--- config.mk ---
export PLATFORM = sky130hd
export DESIGN_NAME = hazard_stall_unit
export DESIGN_NICKNAME = d
export VERILOG_FILES = /design/src/rtl/hazard_pkg.sv /design/src/rtl/hazard_stall_unit_mem_watchdog.sv /design/src/rtl/hazard_stall_unit.sv
export SDC_FILE = /design/constraint.sdc
export NUM_CORES = 1
export LEC_CHECK = 0
export ABC_AREA = 1
export CORE_UTILIZATION = 48
export DETAILED_ROUTE_END_ITERATION = 10
export GPL_ROUTABILITY_DRIVEN = 1
export PLACE_DENSITY_LB_ADDON = 0.2
export SLEW_MARGIN = 0
export SYNTH_ARGS = -nofsm -noshare
export SYNTH_HDL_FRONTEND = slang
export SYNTH_HIERARCHICAL = 1
export SYNTH_SLANG_ARGS = --single-unit
--- constraint.sdc ---
create_clock -name CLK -period 1.9 [get_ports CLK]
set_input_delay 0.38 -clock CLK [delete_from_list [all_inputs] [get_ports CLK]]
set_output_delay 0.38 -clock CLK [all_outputs]
set_load 0.02 [all_outputs]
--- src/rtl/hazard_pkg.sv ---
// Shared hazard types and constants for the OTTER hazard and forwarding units.
package hazard_pkg;

    typedef enum logic [1:0] {RUN, LD_STALL, LD_FWD} hazard_state_t;

    typedef enum logic [1:0] {NO_HAZ, MEM_HAZ, WB_HAZ, LOAD_HAZ} hazard_t;

    localparam logic [6:0] OP_STORE = 7'b0100011;
    localparam logic [6:0] OP_LOAD  = 7'b0000011;

    // Store-data RS2 counts as a use, so callers pass RS2_USED=1 for stores.
    function automatic logic load_use(
        input logic       memread,
        input logic [4:0] rd,
        input logic [4:0] rs1,
        input logic [4:0] rs2,
        input logic       rs1_used,
        input logic       rs2_used
    );
        return memread && (rd != 5'd0) &&
               (((rd == rs1) && rs1_used) || ((rd == rs2) && rs2_used));
    endfunction

endpackage

--- src/rtl/hazard_stall_unit_mem_watchdog.sv ---
// MEM_BUSY watchdog: counts consecutive busy cycles and sets a sticky timeout flag.
module mem_watchdog #(
    parameter int unsigned TIMEOUT_W   = 8,
    parameter int unsigned TIMEOUT_MAX = 200
) (
    input  logic CLK,
    input  logic RST,
    input  logic MEM_BUSY,
    output logic MEM_TIMEOUT
);

    localparam logic [TIMEOUT_W-1:0] LIMIT = TIMEOUT_W'(TIMEOUT_MAX - 1);

    logic [TIMEOUT_W-1:0] count;

    // Counter parks at LIMIT instead of wrapping; flag stays until reset.
    always_ff @(posedge CLK) begin
        if (RST) begin
            count       <= '0;
            MEM_TIMEOUT <= 1'b0;
        end else if (!MEM_BUSY) begin
            count <= '0;
        end else if (count == LIMIT) begin
            MEM_TIMEOUT <= 1'b1;
        end else begin
            count <= count + 1'b1;
        end
    end

endmodule

--- src/rtl/hazard_stall_unit.sv ---
// Load-use stall, branch flush and memory-freeze arbitration for the OTTER pipeline.
// Optional perf counters (STALL_CNT, FLUSH_CNT) enabled by HAZARD_PERF_CNT_EN.
module hazard_stall_unit
    import hazard_pkg::*;
#(
    parameter int unsigned TIMEOUT_W   = 8,
    parameter int unsigned TIMEOUT_MAX = 200
) (
    input  logic       CLK,
    input  logic       RST,
    input  logic [4:0] RS1,
    input  logic [4:0] RS2,
    input  logic       RS1_USED,
    input  logic       RS2_USED,
    input  logic       ID_EX_MEMREAD,
    input  logic [4:0] ID_EX_RD,
    input  logic       BR_TAKEN,
    input  logic       MEM_BUSY,
    output logic       PC_WRITE,
    output logic       IF_ID_WRITE,
    output logic       IF_ID_FLUSH,
    output logic       ID_EX_FLUSH,
    output logic       PIPE_HOLD,
    output logic       LD_HAZ,
    output logic       MEM_TIMEOUT
`ifdef HAZARD_PERF_CNT_EN
   ,output logic [31:0] STALL_CNT,
    output logic [31:0] FLUSH_CNT
`endif
);

    hazard_state_t state, state_nxt;
    hazard_t       fwd_sel;
    logic          luse;

    assign luse   = load_use(ID_EX_MEMREAD, ID_EX_RD, RS1, RS2, RS1_USED, RS2_USED);
    assign LD_HAZ = (fwd_sel == LOAD_HAZ);

    // Priority: memory freeze, then branch squash, then load-use stall.
    always_comb begin
        PC_WRITE    = 1'b1;
        IF_ID_WRITE = 1'b1;
        IF_ID_FLUSH = 1'b0;
        ID_EX_FLUSH = 1'b0;
        PIPE_HOLD   = 1'b0;
        state_nxt   = state;
        if (MEM_BUSY) begin
            PIPE_HOLD   = 1'b1;
            PC_WRITE    = 1'b0;
            IF_ID_WRITE = 1'b0;
        end else if (BR_TAKEN) begin
            IF_ID_FLUSH = 1'b1;
            ID_EX_FLUSH = 1'b1;
            state_nxt   = RUN;
        end else begin
            case (state)
                LD_STALL: state_nxt = LD_FWD;
                RUN, LD_FWD: begin
                    if (luse) begin
                        PC_WRITE    = 1'b0;
                        IF_ID_WRITE = 1'b0;
                        ID_EX_FLUSH = 1'b1;
                        state_nxt   = LD_STALL;
                    end else begin
                        state_nxt = RUN;
                    end
                end
                default: state_nxt = RUN;
            endcase
        end
    end

    // fwd_sel follows the state, so it also holds through a memory freeze.
    always_ff @(posedge CLK) begin
        if (RST) begin
            state   <= RUN;
            fwd_sel <= NO_HAZ;
        end else begin
            state   <= state_nxt;
            fwd_sel <= (state_nxt == LD_FWD) ? LOAD_HAZ : NO_HAZ;
        end
    end

    mem_watchdog #(
        .TIMEOUT_W  (TIMEOUT_W),
        .TIMEOUT_MAX(TIMEOUT_MAX)
    ) u_mem_watchdog (
        .CLK        (CLK),
        .RST        (RST),
        .MEM_BUSY   (MEM_BUSY),
        .MEM_TIMEOUT(MEM_TIMEOUT)
    );

`ifdef HAZARD_PERF_CNT_EN
    always_ff @(posedge CLK) begin
        if (RST) begin
            STALL_CNT <= '0;
            FLUSH_CNT <= '0;
        end else begin
            if (!PC_WRITE)   STALL_CNT <= STALL_CNT + 32'd1;
            if (IF_ID_FLUSH) FLUSH_CNT <= FLUSH_CNT + 32'd1;
        end
    end
`endif

endmodule

==> flow_results.xml, run 1 <==
<?xml version="1.0" encoding="UTF-8"?>
<metrics>
  <group name="clock_network">
    <metric name="tritoncts.num_buffers" unit="">3</metric>
    <metric name="clk_transition_reported_paths" unit="ps">80</metric>
    <metric name="cts_max_level" unit="">1</metric>
    <metric name="clkLatencyLatePin" unit="ps">280</metric>
    <metric name="hold_buffers" unit="">0</metric>
    <metric name="cts_tree" unit="">built</metric>
    <metric name="postCtsSetupBuffers" unit="">0</metric>
    <metric name="cts-root-buf" unit="">sky130_fd_sc_hd__clkbuf_4</metric>
    <metric name="cts_buffer_depth" unit="">2</metric>
    <metric name="clkSinkCount" unit="">12</metric>
  </group>
  <group name="sta">
    <metric name="final_max_slew_viol_count" unit="">0</metric>
    <metric name="final.min_clock_period" unit="ps">1800</metric>
    <metric name="grt_setup_unrepaired" unit="">no</metric>
    <metric name="hold_slack" unit="ps">504</metric>
    <metric name="postLayoutSetupSlackWorst" unit="ps">102</metric>
    <metric name="setup_violation_total_in_the_final_timing_report" unit="">0</metric>
    <metric name="final_min_period_over_clock_period" unit="">0.946</metric>
    <metric name="slew_at_the_pin_with_the_worst_max_slew_slack" unit="ps">248</metric>
    <metric name="maxSlewHeadroom" unit="">0.834</metric>
    <metric name="hold_viol_final" unit="">0</metric>
    <metric name="timing.fmax" unit="GHz">0.556</metric>
    <metric name="finClkSkew" unit="ps">6.92</metric>
  </group>
  <group name="finish">
    <metric name="area_growth_syn_to_layout" unit="%">42.2</metric>
    <metric name="antenna_cells" unit="">0</metric>
    <metric name="finalCoreUtilization" unit="">0.767</metric>
    <metric name="num-fill-cells" unit="">128</metric>
    <metric name="drive_above_1_share" unit="">0.249</metric>
    <metric name="num-nets-final" unit="">201</metric>
  </group>
  <group name="routing">
    <metric name="detail_route.vias_per_cell" unit="">4.69</metric>
    <metric name="route.vias.total" unit="">942</metric>
    <metric name="drt_iter0_drc" unit="">19</metric>
    <metric name="antenna_left" unit="">0</metric>
    <metric name="detailedRoute.firstPassIterationCount" unit="">4</metric>
    <metric name="drc_errors_left" unit="">0</metric>
    <metric name="postRouteWirelength" unit="um">1980</metric>
    <metric name="wire_per_inst" unit="um">9.85</metric>
  </group>
  <group name="floorplan">
    <metric name="initial_utilization" unit="">0.539</metric>
    <metric name="die-width" unit="um">44.3</metric>
    <metric name="placementRows" unit="">14</metric>
    <metric name="boundaryPins" unit="">29</metric>
    <metric name="fp.dieH" unit="um">44.3</metric>
    <metric name="fp.dieArea" unit="um2">1960</metric>
    <metric name="coreArea" unit="um2">1590</metric>
  </group>
  <group name="global_routing">
    <metric name="gr-usage-met3" unit="">0.0653</metric>
    <metric name="grt_start_max_net_pins" unit="">8</metric>
    <metric name="grt_most_used_layer" unit="">met2</metric>
    <metric name="global_route.usage.met2" unit="">0.426</metric>
    <metric name="grtUsageMet1" unit="">0.245</metric>
    <metric name="number_of_antenna_violations_at_the_first_check_in_global_routing" unit="">0</metric>
    <metric name="grt-ovfl-total" unit="">0</metric>
    <metric name="first_global_vias" unit="">879</metric>
    <metric name="grt.total_usage" unit="">0.227</metric>
    <metric name="grt_pass1_wl" unit="um">3330</metric>
  </group>
  <group name="setup_path">
    <metric name="reg2reg_depth" unit="">6</metric>
    <metric name="path_cells" unit="">dlygate4sd2_1 -&gt; inv_2 -&gt; nand2_1 -&gt; nand2_1 -&gt; nor2_2 -&gt; nand3_2 -&gt; nand2_2 -&gt; nand2_2 -&gt; a21oi_2 -&gt; buf_4</metric>
    <metric name="rrSetupSlack" unit="ps">720</metric>
    <metric name="worst_ep_required_time" unit="ps">1520</metric>
    <metric name="crit_type" unit="">in2out</metric>
    <metric name="end_kind" unit="">output pin</metric>
    <metric name="critical_path_peak_fanout" unit="">3</metric>
    <metric name="worst_path_largest_cell_delay" unit="ps">250</metric>
    <metric name="worstReg2RegStart" unit="">u_mem_watchdog/count[0]</metric>
    <metric name="timing.rr.end" unit="">u_mem_watchdog/count[0]</metric>
    <metric name="endpoint_arrival_time_on_the_critical_path" unit="ps">1420</metric>
    <metric name="cp_slowest_cell" unit="">sky130_fd_sc_hd__dlygate4sd2_1</metric>
    <metric name="worstSetupStartpointType" unit="">primary input</metric>
  </group>
  <group name="synth">
    <metric name="synth_warnings" unit="">6</metric>
    <metric name="yosys.cell_types.count" unit="">22</metric>
    <metric name="cell_taking_the_most_area_after_synthesis" unit="">sky130_fd_sc_hd__dfxtp_1</metric>
    <metric name="synth-compound-area-share" unit="">0.0771</metric>
    <metric name="synth-seq-cells" unit="">12</metric>
    <metric name="yosys.area_share.xor_xnor" unit="">0.0306</metric>
    <metric name="synthTopCellsByArea" unit="">sky130_fd_sc_hd__dfxtp_1 28%, sky130_fd_sc_hd__nand2_1 18%, sky130_fd_sc_hd__inv_1 9.2%</metric>
    <metric name="synth_top_family_by_area" unit="">simple AND/OR/NAND/NOR gates</metric>
    <metric name="synth_simple_gate_area_share" unit="">0.443</metric>
    <metric name="synthAdderAreaFrac" unit="">0.0146</metric>
    <metric name="yosysSeqAreaShare" unit="">0.279</metric>
    <metric name="synth.net_count" unit="">166</metric>
    <metric name="synthDominantCellAreaShare" unit="">0.279</metric>
    <metric name="post_synth_mux_area_share" unit="">0</metric>
    <metric name="mappedNetlistArea" unit="um2">860</metric>
    <metric name="syn_area_cell" unit="um2">6.01</metric>
    <metric name="netlist_instances" unit="">143</metric>
  </group>
  <group name="worst_hold_path">
    <metric name="worst_hold_path_stage_count" unit="">2</metric>
    <metric name="hold_end" unit="">u_mem_watchdog/MEM_TIMEOUT</metric>
    <metric name="hold_start" unit="">u_mem_watchdog/MEM_TIMEOUT</metric>
    <metric name="hold_path_class" unit="">reg2reg</metric>
  </group>
  <group name="power_and_ir_drop">
    <metric name="peakVddDrop" unit="mV">0.443</metric>
    <metric name="power.static_leakage" unit="nW">0.612</metric>
    <metric name="report.power.total" unit="mW">0.585</metric>
    <metric name="p_per_area" unit="nW/um2">479</metric>
  </group>
  <group name="placed_design">
    <metric name="place_worst_setup_slack" unit="ps">-652</metric>
    <metric name="buffer_ports.inserted" unit="">28</metric>
    <metric name="place.gp.congestion" unit="">0.773</metric>
    <metric name="dpl.hpwl" unit="um">1620</metric>
  </group>
  <group name="status">
    <metric name="run_status" unit="">complete, no violations</metric>
  </group>
  <group name="flow_run">
    <metric name="maxCapViolations" unit="">0</metric>
  </group>
</metrics>
## layout make-up
cell class | count | area (um2) | share of cell area
multi-input cells | 98 | 513 | 0.420
clock buffers | 4 | 36.3 | 0.0297
well taps | 24 | 30.0 | 0.0246
repair buffers | 32 | 284 | 0.232
flip-flops and latches | 12 | 240 | 0.197
inverters | 31 | 119 | 0.0972
## critical path, delay by kind of cell
family | cells | cell delay, ps
and+or+nand+nor | 6 | 460
AOI/OAI and AO/OA | 1 | 110
buffers and inverters | 3 | 460
## metrics by stage
step	setup TNS [ps]	instance area (um2)	std cells
after floorplan	0	860	143
final	0	1220	201
after global placement	-1860	1180	197
after global routing	0	1220	201
after CTS	-35.2	1190	201
after detailed placement	-2010	1180	197
## worst max-delay path by stage
| stage | end | depth (start not counted) | from | slack (ps) |
|---|---|---|---|---|
| global route | ID_EX_FLUSH | 10 | ID_EX_RD[4] | 10 |
| detailed placement | ID_EX_FLUSH | 10 | ID_EX_RD[1] | -650 |
| finish | ID_EX_FLUSH | 10 | ID_EX_RD[0] | 100 |
| CTS | ID_EX_FLUSH | 8 | RS2_USED | -40 |
| floorplan | PC_WRITE | 8 | ID_EX_RD[4] | 170 |
| global placement | ID_EX_FLUSH | 10 | ID_EX_RD[1] | -620 |
## routing by layer
| metal | share of wire | up-vias |
|---|---|---|
| met3 | 0.047 | 2 |
| met1 | 0.42 | 420 |
| met5 | 0 | - |
| met4 | 0.0030 | 0 |
| li1 | - | 502 |
| met2 | 0.53 | 18 |
## sequential cells by signal, summed over array words and instances, names as in the netlist
name,count
u_mem_watchdog/count,8
fwd_sel,1
u_mem_watchdog/MEM_TIMEOUT,1
state,2
## kinds of logic (layout without fill, tap and decap cells)
group | after synthesis | in the layout
XOR/XNOR | 3 | 3
AND/OR/NAND/NOR | 84 | 84
flip-flops | 12 | 12
adder cells (fa/ha/maj) | 1 | 1
AO/OA/AOI/OAI | 10 | 10
buffers and inverters | 33 | 67
## cell usage after synthesis
cell type	instances
sky130_fd_sc_hd__nand4_2	1
sky130_fd_sc_hd__o21ai_0	1
sky130_fd_sc_hd__nand2_2	5
sky130_fd_sc_hd__xnor2_1	1
sky130_fd_sc_hd__nand4_1	2
sky130_fd_sc_hd__inv_4	1
sky130_fd_sc_hd__a21oi_2	2
sky130_fd_sc_hd__inv_2	9
sky130_fd_sc_hd__nand3_1	11
sky130_fd_sc_hd__xor2_1	2
sky130_fd_sc_hd__nor2_2	4
sky130_fd_sc_hd__a21oi_1	4
sky130_fd_sc_hd__inv_1	21
sky130_fd_sc_hd__o21ai_1	1
sky130_fd_sc_hd__dfxtp_1	12
sky130_fd_sc_hd__buf_4	2
sky130_fd_sc_hd__a31oi_1	1
sky130_fd_sc_hd__nor2_4	2
sky130_fd_sc_hd__nand2_1	42
sky130_fd_sc_hd__o22ai_2	1
sky130_fd_sc_hd__ha_1	1
sky130_fd_sc_hd__nor2_1	17
## what timing repair did
| item | in CTS | in global routing |
|---|---|---|
| endpoints found under the setup margin | 5 | 3 |
| endpoints found under the hold margin | 0 | 0 |
| gates resized for setup | 32 | 12 |
| pin swaps | 7 | 7 |
## where the power goes
| group | switching (mW) | internal (mW) |
|---|---|---|
| logic | 0.0675 | 0.0589 |
| registers | 0.00226 | 0.254 |
| clock network | 0.0864 | 0.117 |
## cell usage in the layout, fill, tap and decap left out, types with 3 or more instances in the layout
cell type and instances:
sky130_fd_sc_hd__clkbuf_4 3, sky130_fd_sc_hd__nand2_1 41, sky130_fd_sc_hd__nor2_2 8, sky130_fd_sc_hd__clkdlybuf4s50_1 6, sky130_fd_sc_hd__a21oi_2 3, sky130_fd_sc_hd__nand3_1 10
sky130_fd_sc_hd__nor2_1 13, sky130_fd_sc_hd__a21oi_1 3, sky130_fd_sc_hd__buf_4 5, sky130_fd_sc_hd__inv_1 21, sky130_fd_sc_hd__inv_2 9, sky130_fd_sc_hd__dfxtp_1 12
sky130_fd_sc_hd__nand2_2 6, sky130_fd_sc_hd__dlygate4sd2_1 15
Power figures use the tool's default switching activity.
==> run 2, diff against run 1 <==
--- a/config.mk
+++ b/config.mk
@@ -6,7 +6,7 @@
 export NUM_CORES = 1
 export LEC_CHECK = 0
 export ABC_AREA = 1
-export CORE_UTILIZATION = 48
+export CORE_UTILIZATION = 40
 export DETAILED_ROUTE_END_ITERATION = 10
 export GPL_ROUTABILITY_DRIVEN = 1
 export PLACE_DENSITY_LB_ADDON = 0.2
==> constraint.sdc (replaced) <==
create_clock -name CLK -period 1.9 [get_ports CLK]
set_input_delay 0.285 -clock CLK [delete_from_list [all_inputs] [get_ports CLK]]
set_output_delay 0.285 -clock CLK [all_outputs]
set_load 0.02 [all_outputs]
==> run 2 against run 1 <==
  * Cell count up 1.5%
  * Fmax down 0.74%
  * Sequential cell count unchanged
  * Critical endpoint is now IF_ID_FLUSH
  * Largest cell class unchanged
==> flow_results.xml, run 2 (synthesis gave the netlist of run 1 again) <==
<?xml version="1.0" encoding="UTF-8"?>
<metrics>
  <group name="power_and_ir_drop">
    <metric name="p_per_area" unit="nW/um2">480</metric>
    <metric name="peakVddDrop" unit="mV">0.412</metric>
    <metric name="power.static_leakage" unit="nW">0.634</metric>
  </group>
  <group name="routing">
    <metric name="antenna_left" unit="">0</metric>
    <metric name="drt_iter0_drc" unit="">19</metric>
    <metric name="detail_route.vias_per_cell" unit="">4.51</metric>
    <metric name="postRouteWirelength" unit="um">1860</metric>
    <metric name="detailedRoute.firstPassIterationCount" unit="">4</metric>
    <metric name="wire_per_inst" unit="um">9.10</metric>
    <metric name="drc_errors_left" unit="">0</metric>
    <metric name="route.vias.total" unit="">920</metric>
  </group>
  <group name="worst_hold_path">
    <metric name="hold_path_class" unit="">reg2reg</metric>
    <metric name="hold_start" unit="">u_mem_watchdog/MEM_TIMEOUT</metric>
    <metric name="worst_hold_path_stage_count" unit="">2</metric>
  </group>
  <group name="finish">
    <metric name="largest_register_ffs" unit="">8</metric>
    <metric name="num-nets-final" unit="">201</metric>
    <metric name="area_growth_syn_to_layout" unit="%">43.7</metric>
    <metric name="drive_above_1_share" unit="">0.215</metric>
    <metric name="antenna_cells" unit="">0</metric>
    <metric name="fin_area" unit="um2">1230</metric>
    <metric name="registers.top_by_ff_count" unit="">u_mem_watchdog/count</metric>
    <metric name="layout.cells.most_common_list" unit="">42 x sky130_fd_sc_hd__nand2_1, 21 x sky130_fd_sc_hd__inv_1, 17 x sky130_fd_sc_hd__clkdlybuf4s50_1, 16 x sky130_fd_sc_hd__nor2_1, 12 x sky130_fd_sc_hd__dfxtp_1</metric>
    <metric name="mostFrequentLayoutCell" unit="">sky130_fd_sc_hd__nand2_1</metric>
    <metric name="largestRegisters" unit="">u_mem_watchdog/count x8, state x2</metric>
  </group>
  <group name="clock_network">
    <metric name="cts_tree" unit="">built</metric>
    <metric name="tritoncts.num_buffers" unit="">3</metric>
    <metric name="clkLatencyLatePin" unit="ps">280</metric>
    <metric name="postCtsSetupBuffers" unit="">0</metric>
    <metric name="cts_max_level" unit="">1</metric>
    <metric name="cts_buffer_depth" unit="">2</metric>
    <metric name="clkSinkCount" unit="">12</metric>
    <metric name="clk_transition_reported_paths" unit="ps">70</metric>
    <metric name="hold_buffers" unit="">0</metric>
    <metric name="cts-root-buf" unit="">sky130_fd_sc_hd__clkbuf_4</metric>
  </group>
  <group name="sta">
    <metric name="grt_setup_unrepaired" unit="">no</metric>
    <metric name="maxSlewHeadroom" unit="">0.832</metric>
    <metric name="setup_violation_total_in_the_final_timing_report" unit="">0</metric>
    <metric name="slew_at_the_pin_with_the_worst_max_slew_slack" unit="ps">251</metric>
    <metric name="finClkSkew" unit="ps">0.824</metric>
    <metric name="final_max_slew_viol_count" unit="">0</metric>
    <metric name="timing.fmax" unit="GHz">0.552</metric>
    <metric name="hold_viol_final" unit="">0</metric>
    <metric name="postLayoutSetupSlackWorst" unit="ps">89.0</metric>
    <metric name="final_min_period_over_clock_period" unit="">0.953</metric>
    <metric name="hold_slack" unit="ps">495</metric>
    <metric name="final.min_clock_period" unit="ps">1810</metric>
  </group>
  <group name="setup_path">
    <metric name="end_kind" unit="">output pin</metric>
    <metric name="worstReg2RegStart" unit="">u_mem_watchdog/count[0]</metric>
    <metric name="worst_ep_required_time" unit="ps">1620</metric>
    <metric name="endpoint_arrival_time_on_the_critical_path" unit="ps">1530</metric>
    <metric name="worstSetupStartpoint" unit="">BR_TAKEN</metric>
    <metric name="crit_type" unit="">in2out</metric>
    <metric name="worstSetupStartpointType" unit="">primary input</metric>
    <metric name="reg2reg_depth" unit="">6</metric>
    <metric name="critical_path_peak_fanout" unit="">4</metric>
  </group>
  <group name="global_routing">
    <metric name="grt_most_used_layer" unit="">met2</metric>
    <metric name="grt.total_usage" unit="">0.181</metric>
    <metric name="grt_start_max_net_pins" unit="">8</metric>
    <metric name="grtUsageMet1" unit="">0.196</metric>
    <metric name="global_route.usage.met2" unit="">0.331</metric>
    <metric name="grt_pass1_wl" unit="um">3310</metric>
    <metric name="gr-usage-met3" unit="">0.0503</metric>
    <metric name="grt-ovfl-total" unit="">0</metric>
    <metric name="number_of_antenna_violations_at_the_first_check_in_global_routing" unit="">0</metric>
    <metric name="first_global_vias" unit="">877</metric>
  </group>
  <group name="placed_design">
    <metric name="buffer_ports.inserted" unit="">28</metric>
    <metric name="dpl.hpwl" unit="um">1550</metric>
    <metric name="placement.cell_area" unit="um2">1190</metric>
    <metric name="place.gp.congestion" unit="">0.843</metric>
    <metric name="place_worst_setup_slack" unit="ps">-442</metric>
  </group>
  <group name="flow_run">
    <metric name="maxCapViolations" unit="">0</metric>
  </group>
  <group name="floorplan">
    <metric name="fp.dieArea" unit="um2">2340</metric>
    <metric name="placementRows" unit="">16</metric>
    <metric name="initial_utilization" unit="">0.434</metric>
    <metric name="fp.dieH" unit="um">48.4</metric>
    <metric name="die-width" unit="um">48.4</metric>
    <metric name="coreArea" unit="um2">1980</metric>
    <metric name="boundaryPins" unit="">29</metric>
  </group>
  <group name="status">
    <metric name="run_status" unit="">complete, no violations</metric>
  </group>
</metrics>
-- run 2: timing repair --
item,4_1_cts,5_1_grt
pin swaps,0,1
endpoints found under the setup margin,3,2
gates resized for setup,15,10
-- run 2: worst max-delay path, cell delays in order --
cell and delay (ps):
sky130_fd_sc_hd__clkdlybuf4s50_1 500, sky130_fd_sc_hd__inv_4 50, sky130_fd_sc_hd__nor2_1 80, sky130_fd_sc_hd__clkdlybuf4s50_1 610
-- run 2: metrics by stage --
stage / TNS [ps] / std cells / utilization / power (mW)
detailed placement: -1170 / 200 / 0.600 / 0.397
finish: 0 / 204 / 0.623 / 0.593
global placement: -1160 / 200 / 0.600 / 0.395
CTS: 0 / 204 / 0.610 / 0.598
floorplan: 0 / 143 / - / 0.321
global route: 0 / 204 / 0.623 / 0.630
-- run 2: area by class of cell --
class | count | area, um2
clock buffer | 4 | 36.3
fill | 187 | 747
inverter | 31 | 119
multi-input combinational | 98 | 492
sequential | 12 | 240
tap | 27 | 33.8
timing repair buffer | 32 | 314
-- run 2: report_power, final --
part / total, mW / leakage [nW] / internal (mW) / switching (mW)
combinational: 0.131 / 0.516 / 0.0675 / 0.0637
sequential: 0.256 / 0.0969 / 0.253 / 0.00219
clock: 0.206 / 0.0210 / 0.117 / 0.0890
total: 0.593 / 0.634 / 0.438 / 0.155
-- run 2: per-layer routing --
metal / share of wire / wire (um)
met1: 0.43 / 798
met2: 0.51 / 939
met3: 0.047 / 88
met4: 0.016 / 29
met5: 0 / 0
-- run 2: final timing paths --
check,slack (ps),endpoint
hold / removal,490,u_mem_watchdog/MEM_TIMEOUT
setup reg to reg,730,u_mem_watchdog/count[1]
hold reg to reg,490,u_mem_watchdog/MEM_TIMEOUT
setup / recovery,90,IF_ID_FLUSH
